[config.mk]
export PLATFORM = sky130hd
export DESIGN_NAME = context_sequencer
export DESIGN_NICKNAME = d
export VERILOG_FILES = /design/src/rtl/context_seq_pkg.sv /design/src/rtl/ctx_pend_counter.sv /design/src/rtl/context_sequencer.sv
export SDC_FILE = /design/constraint.sdc
export NUM_CORES = 1
export LEC_CHECK = 0
export CORE_ASPECT_RATIO = 0.8
export CORE_MARGIN = 2
export CORE_UTILIZATION = 58
export CTS_BUF_LIST = sky130_fd_sc_hd__clkbuf_8
export DETAILED_ROUTE_END_ITERATION = 10
export HOLD_SLACK_MARGIN = 0.1
export PLACE_DENSITY_LB_ADDON = 0.2
export REMOVE_ABC_BUFFERS = 1
export SYNTH_ARGS = -nofsm -noshare
export SYNTH_HDL_FRONTEND = slang
export SYNTH_SLANG_ARGS = --single-unit
[constraint.sdc]
create_clock -name i_clk -period 3.61 [get_ports i_clk]
set_input_delay 0.361 -clock i_clk [delete_from_list [all_inputs] [get_ports i_clk]]
set_output_delay 0.361 -clock i_clk [all_outputs]
set_load 0.005 [all_outputs]
[src/rtl/context_seq_pkg.sv]
// Shared state type and default sizing for the context sequencer.
package context_seq_pkg;

   localparam int DEF_CTX_W    = 16;
   localparam int DEF_MAX_PEND = 2;

   typedef enum logic [2:0] {
      IDLE  = 3'd0,
      CLEAR = 3'd1,
      RUN   = 3'd2,
      DRAIN = 3'd3,
      FLUSH = 3'd4,
      DONE  = 3'd5
   } ctx_state_t;

endpackage

[src/rtl/ctx_pend_counter.sv]
// Saturating up/down counter of contexts that have finished computing but
// have not yet been switched out. A simultaneous inc and dec cancel, and the
// error outputs flag attempts to step past either end.
module ctx_pend_counter #(
   parameter int MAX_PEND = 2,
   parameter int PEND_W   = $clog2(MAX_PEND + 1)
) (
   input  logic              i_clk,
   input  logic              i_rstn,
   input  logic              clr,
   input  logic              en,
   input  logic              inc,
   input  logic              dec,
   output logic [PEND_W-1:0] cnt,
   output logic [PEND_W-1:0] cnt_next,
   output logic              ovf_err,
   output logic              unf_err
);

   localparam logic [PEND_W-1:0] CNT_MAX = PEND_W'(MAX_PEND);
   localparam logic [PEND_W-1:0] CNT_ONE = PEND_W'(1);

   logic step_up;
   logic step_dn;

   assign step_up = en & inc & ~dec;
   assign step_dn = en & dec & ~inc;
   assign ovf_err = step_up & (cnt == CNT_MAX);
   assign unf_err = step_dn & (cnt == '0);

   // Next count: clear wins, otherwise step once, holding at either limit.
   always_comb begin
      cnt_next = cnt;
      if (clr) begin
         cnt_next = '0;
      end else if (step_up && !ovf_err) begin
         cnt_next = cnt + CNT_ONE;
      end else if (step_dn && !unf_err) begin
         cnt_next = cnt - CNT_ONE;
      end
   end

   // Count register.
   always_ff @(posedge i_clk or negedge i_rstn) begin
      if (!i_rstn) begin
         cnt <= '0;
      end else begin
         cnt <= cnt_next;
      end
   end

endmodule

[src/rtl/context_sequencer.sv]
// Context-level job sequencer driving the context switch controller: clears
// the datapath, runs N contexts, throttles on outstanding switches, drains,
// and handles abort by forcing one last switch.
module context_sequencer
   import context_seq_pkg::*;
#(
   parameter int  CTX_W    = DEF_CTX_W,
   parameter int  MAX_PEND = DEF_MAX_PEND,
   localparam int PEND_W   = $clog2(MAX_PEND + 1)
) (
   input  logic             i_clk,
   input  logic             i_rstn,
   input  logic             i_start,
   input  logic [CTX_W-1:0] i_nctx,
   input  logic             i_abort,
   input  logic             i_feed_valid,
   input  logic             i_out_ready,
   input  logic             i_cdone,
   input  logic             i_cswitch_done,
   output logic             o_clear,
   output logic             o_pipeline_en,
   output logic             o_cswitch_en,
   output logic             o_cswitch_force,
   output logic [CTX_W-1:0] o_ctx_idx,
   output logic             o_busy,
   output logic             o_done,
   output logic             o_aborted,
   output logic             o_err
);

   localparam logic [PEND_W-1:0] PEND_MAX = PEND_W'(MAX_PEND);
   localparam logic [CTX_W-1:0]  CTX_ONE  = CTX_W'(1);

   ctx_state_t        state_q;
   ctx_state_t        state_d;
   logic [CTX_W-1:0]  nctx_q;
   logic [CTX_W-1:0]  cdone_cnt;
   logic [CTX_W-1:0]  sw_cnt;
   logic [CTX_W-1:0]  sw_next;
   logic [CTX_W-1:0]  nctx_m1;
   logic [PEND_W-1:0] pend;
   logic [PEND_W-1:0] pend_next;
   logic              aborted_q;
   logic              flush_seen_q;
   logic              err_q;
   logic              start_acc;
   logic              cnt_active;
   logic              in_flush;
   logic              ovf_err;
   logic              unf_err;
   logic              err_set;

   assign start_acc  = (state_q == IDLE) & i_start;
   assign in_flush   = (state_q == FLUSH);
   assign cnt_active = (state_q == RUN) | (state_q == DRAIN) | in_flush;
   assign sw_next    = (cnt_active & i_cswitch_done) ? sw_cnt + CTX_ONE : sw_cnt;
   assign nctx_m1    = nctx_q - CTX_ONE;
   // Underflow during FLUSH is expected: the forced switch may have no pending context.
   assign err_set    = ovf_err | (unf_err & ~in_flush) | ((state_q == DRAIN) & i_cdone);

   ctx_pend_counter #(
      .MAX_PEND (MAX_PEND),
      .PEND_W   (PEND_W)
   ) u_pend (
      .i_clk    (i_clk),
      .i_rstn   (i_rstn),
      .clr      (start_acc),
      .en       (cnt_active),
      .inc      (i_cdone),
      .dec      (i_cswitch_done),
      .cnt      (pend),
      .cnt_next (pend_next),
      .ovf_err  (ovf_err),
      .unf_err  (unf_err)
   );

   // Next-state logic; abort outranks every normal transition it can interrupt.
   always_comb begin
      state_d = state_q;
      case (state_q)
         IDLE:  if (i_start) state_d = CLEAR;
         CLEAR: begin
            if (i_abort)              state_d = FLUSH;
            else if (nctx_q == '0)    state_d = DONE;
            else                      state_d = RUN;
         end
         RUN: begin
            if (i_abort)                              state_d = FLUSH;
            else if (i_cdone && cdone_cnt == nctx_m1) state_d = DRAIN;
         end
         // Exit on the edge that retires the last switch so o_done follows it directly.
         DRAIN: begin
            if (i_abort)                                    state_d = FLUSH;
            else if (pend_next == '0 && sw_next == nctx_q)  state_d = DONE;
         end
         FLUSH: if (i_cswitch_done) state_d = DONE;
         DONE:  state_d = IDLE;
         default: state_d = IDLE;
      endcase
   end

   // FSM state plus the flags that shape FLUSH and DONE outputs.
   always_ff @(posedge i_clk or negedge i_rstn) begin
      if (!i_rstn) begin
         state_q      <= IDLE;
         flush_seen_q <= 1'b0;
         aborted_q    <= 1'b0;
      end else begin
         state_q      <= state_d;
         flush_seen_q <= in_flush;
         if (state_d == DONE) aborted_q <= in_flush;
      end
   end

   // Job counters and sticky error; o_ctx_idx keeps its value until the next start.
   always_ff @(posedge i_clk or negedge i_rstn) begin
      if (!i_rstn) begin
         nctx_q    <= '0;
         cdone_cnt <= '0;
         sw_cnt    <= '0;
         err_q     <= 1'b0;
      end else if (start_acc) begin
         nctx_q    <= i_nctx;
         cdone_cnt <= '0;
         sw_cnt    <= '0;
         err_q     <= 1'b0;
      end else begin
         if (cnt_active && i_cdone) cdone_cnt <= cdone_cnt + CTX_ONE;
         sw_cnt <= sw_next;
         if (err_set) err_q <= 1'b1;
      end
   end

   // Control outputs; pipeline and switch enables follow live inputs in RUN/DRAIN.
   always_comb begin
      o_clear         = 1'b0;
      o_pipeline_en   = 1'b0;
      o_cswitch_en    = 1'b0;
      o_cswitch_force = 1'b0;
      case (state_q)
         CLEAR: o_clear = 1'b1;
         RUN: begin
            o_pipeline_en = i_feed_valid & (pend < PEND_MAX);
            o_cswitch_en  = i_out_ready;
         end
         DRAIN: begin
            o_pipeline_en = 1'b1;
            o_cswitch_en  = i_out_ready;
         end
         FLUSH: begin
            o_pipeline_en   = 1'b1;
            o_cswitch_en    = 1'b1;
            o_cswitch_force = ~flush_seen_q;
         end
         default: ;
      endcase
   end

   assign o_ctx_idx = sw_cnt;
   assign o_busy    = (state_q != IDLE);
   assign o_done    = (state_q == DONE);
   assign o_aborted = (state_q == DONE) & aborted_q;
   assign o_err     = err_q;

endmodule

==> results.cfg <==
[outcome]
outcome = completed

[synthesis]
synth_largest_area_cell = dfrtp_1
yosysTopAreaCellShare_pct = 37.0
synth_cell_type_count = 56
syn_avg_cell_area_um2 = 8.77
synth_most_common_cell = dfrtp_1
synth-edff-count = 0
synthArstFlopShare_pct = 100
synth_flop_cell = dfrtp_1
synthTopCellsByCount = 56 x dfrtp_1, 47 x nor2_1, 35 x xor2_1, 34 x nand2_1, 24 x clkbuf_1
synth_seq_cells = 56
netlist_area_mm2 = 0.00379
synth_area_leaders = dfrtp_1 37%, xor2_1 8.1%, xnor2_1 5.1%
netlist_instances = 432
ys_warn_count = 0
ys_seq_area_share_pct = 37.0

[clock_network]
clkTransAtPathRegs_ns = 0.09
htreeDepth = 2
cts_tree = built
cts_sinks = 56
cts_buffer_depth = 2
postCtsSetupBuffers = 0
insertion_delay_ns = 0.32
cts_resized = 0
clock-root-buffer = clkbuf_8
cts_hold_buf = 1
cts_inserted_buffers = 5

[sta]
hold_slack_ns = 0.563
setup_tns_ns = 0
finalCritPeriodShare_pct = 87.9
finalClockSkew_ns = 0.0149
period_minus_slack_ns = 3.17
slew_headroom_pct = 34.2
rsz0062_at_grt = no
worst_slack_ns = 0.438
final-hold-violation-count = 0
setup_viol = 0
tightest_slew_ns = 0.978
max_freq_mhz = 315
final_max_slew_viol_count = 0

[layout]
area_delta_synth_final_pct = 15.6
register_area_mm2 = 0.00140
final_net_count = 491
utilization_pct = 69.0
multi_input_area_mm2 = 0.00220
nFillCells = 525
num_antenna_cells = 0
drive_above_1_share_pct = 8.64

[worst_setup_path]
r2r-end = aborted_q
crit_type = reg -> reg
path_max_fanout = 13
critPathLaunchType = flop
cp_num_cells = 9
path_buf_inv = 1
ff2ff_path_depth = 9
required_ns = 3.81
cpPeakStageDelay_ns = 0.53
crit_path_start = state_q[2]
cp_data_arrival_time_ns = 3.37
cp_slowest_cell = or4_1
path_cells = or3b_4 > inv_1 > o21ai_1 > a211oi_1 > or4_1 > nor4_1 > nand4_1 > a211oi_1 > o21ai_1
crit_family = simple AND/OR/NAND/NOR gates
crit_path_end = aborted_q
end_kind = flop
rr_startpoint = state_q[2]
reg2reg_slack_ns = 0.44

[hold_path]
min_path_type = reg -> reg

[global_routing]
overflow = 0
grt_pass1_vias = 3117
grt_max_degree = 56
grt.total_usage_pct = 26.0
grt_antenna_before_repair = 0
grt_first_pass_wirelength_um = 15000

[detailed_routing]
num_vias = 3338
wire_per_inst_um = 16.4
drt_iter0_drc = 267
drc = 0
route.antenna.remaining_nets = 0
wirelength_um = 8970
via_per_inst = 6.10
dr.pass1.iters = 5

[placed_design]
gp_congestion = 0.932
hpwl_um = 6690
port_buffers = 47
dp_slack_ns = 0.470

[floorplanning]
io_pins = 48
core_area_mm2 = 0.00634
die_w_um = 94.3
die_h_um = 76.3
floorplan.initialDensity_pct = 59.7
die_area_mm2 = 0.00720
rows = 26

[power]
p_leak_nw = 1.82
ir_drop_mv = 0.328
powerDensity_mw_per_mm2 = 620

[job]
maxCapViolCount = 0
==> cell usage in the layout, fill, tap and decap left out, types with 4 or more instances in the layout <==
cell type         n
nor4_1            7
o21ai_0          14
inv_1            13
nor3_1            7
buf_4             7
clkbuf_8          5
nor2_1           47
dfrtp_1          56
clkdlybuf4s50_1  46
nand2_1          34
nand4_1          16
o22ai_1           5
xor2_1           35
nor3b_1           4
and2_1            5
and3_1            8
a31oi_1           9
or2_2             4
nand3_1          16
a211oi_1          4
nand2b_1          5
nor2b_1           6
mux2_2           12
xnor2_1          22
mux2i_1           4
a21oi_1          14
ha_1              5
==> cells by family after synthesis <==
| kind of cell | Yosys count | synth area share (%) |
|---|---|---|
| xor+xnor | 58 | 13.8 |
| simple gates | 179 | 24.8 |
| buf+inv | 45 | 4.96 |
| fa+ha+maj | 5 | 1.65 |
| compound gates | 73 | 13.2 |
| mux | 16 | 4.63 |
| flops | 56 | 37.0 |
==> layer usage <==
| metal | wire length (um) | vias up | global-route usage (%) |
|---|---|---|---|
| met5 | 0 | - | 0 |
| met4 | 165 | 0 | 5.80 |
| met3 | 496 | 19 | 3.66 |
| met2 | 4180 | 116 | 40.5 |
| met1 | 4130 | 1596 | 38.9 |
| li1 | - | 1607 | - |
==> sequential cells by signal, indices dropped and copies added, names as in the netlist <==
| name | count |
|---|---|
| cdone_cnt | 16 |
| nctx_q | 16 |
| o_ctx_idx | 16 |
| state_q | 3 |
| u_pend.cnt | 2 |
| aborted_q | 1 |
| flush_seen_q | 1 |
| o_err | 1 |
==> how the worst min path moves through the flow <==
stage | from | end | cells after the start
4_1_cts | aborted_q | aborted_q | 2
3_3_place_gp | i_rstn | u_pend.cnt[1] | 1
5_1_grt | aborted_q | aborted_q | 2
2_1_floorplan | i_rstn | aborted_q | 0
6_report | aborted_q | aborted_q | 2
3_5_place_dp | i_rstn | u_pend.cnt[1] | 1
==> stage by stage <==
step | cells | power (W) | cell area, um^2
2_1_floorplan | 400 | 0.00190 | 3650
3_3_place_gp | 538 | 0.00231 | 4280
3_5_place_dp | 538 | 0.00236 | 4280
4_1_cts | 547 | 0.00272 | 4380
5_1_grt | 547 | 0.00292 | 4380
6_report | 547 | 0.00272 | 4380
==> cell type report <==
type | instances | area share, %
clock buffer | 5 | 1.57
clock inverter | 3 | 0.486
inverter | 13 | 1.11
multi-input combinational | 331 | 50.4
sequential | 56 | 32.0
tap | 84 | 2.40
timing repair buffer | 55 | 12.1
==> report_power, final <==
part           internal (W)  leakage (nW)  switching (W)
clock network      0.000138        0.0445       0.000216
logic              0.000620          1.04       0.000636
registers          0.000774         0.736       0.000331
total               0.00153          1.82        0.00118
==> tightest hold or removal path, stage by stage, from the launching register on <==
cell and delay [ns]:
dfrtp_1 0.39, inv_1 0.07, o21ai_1 0.07
Note: power is estimated with default switching activity, not from simulation.
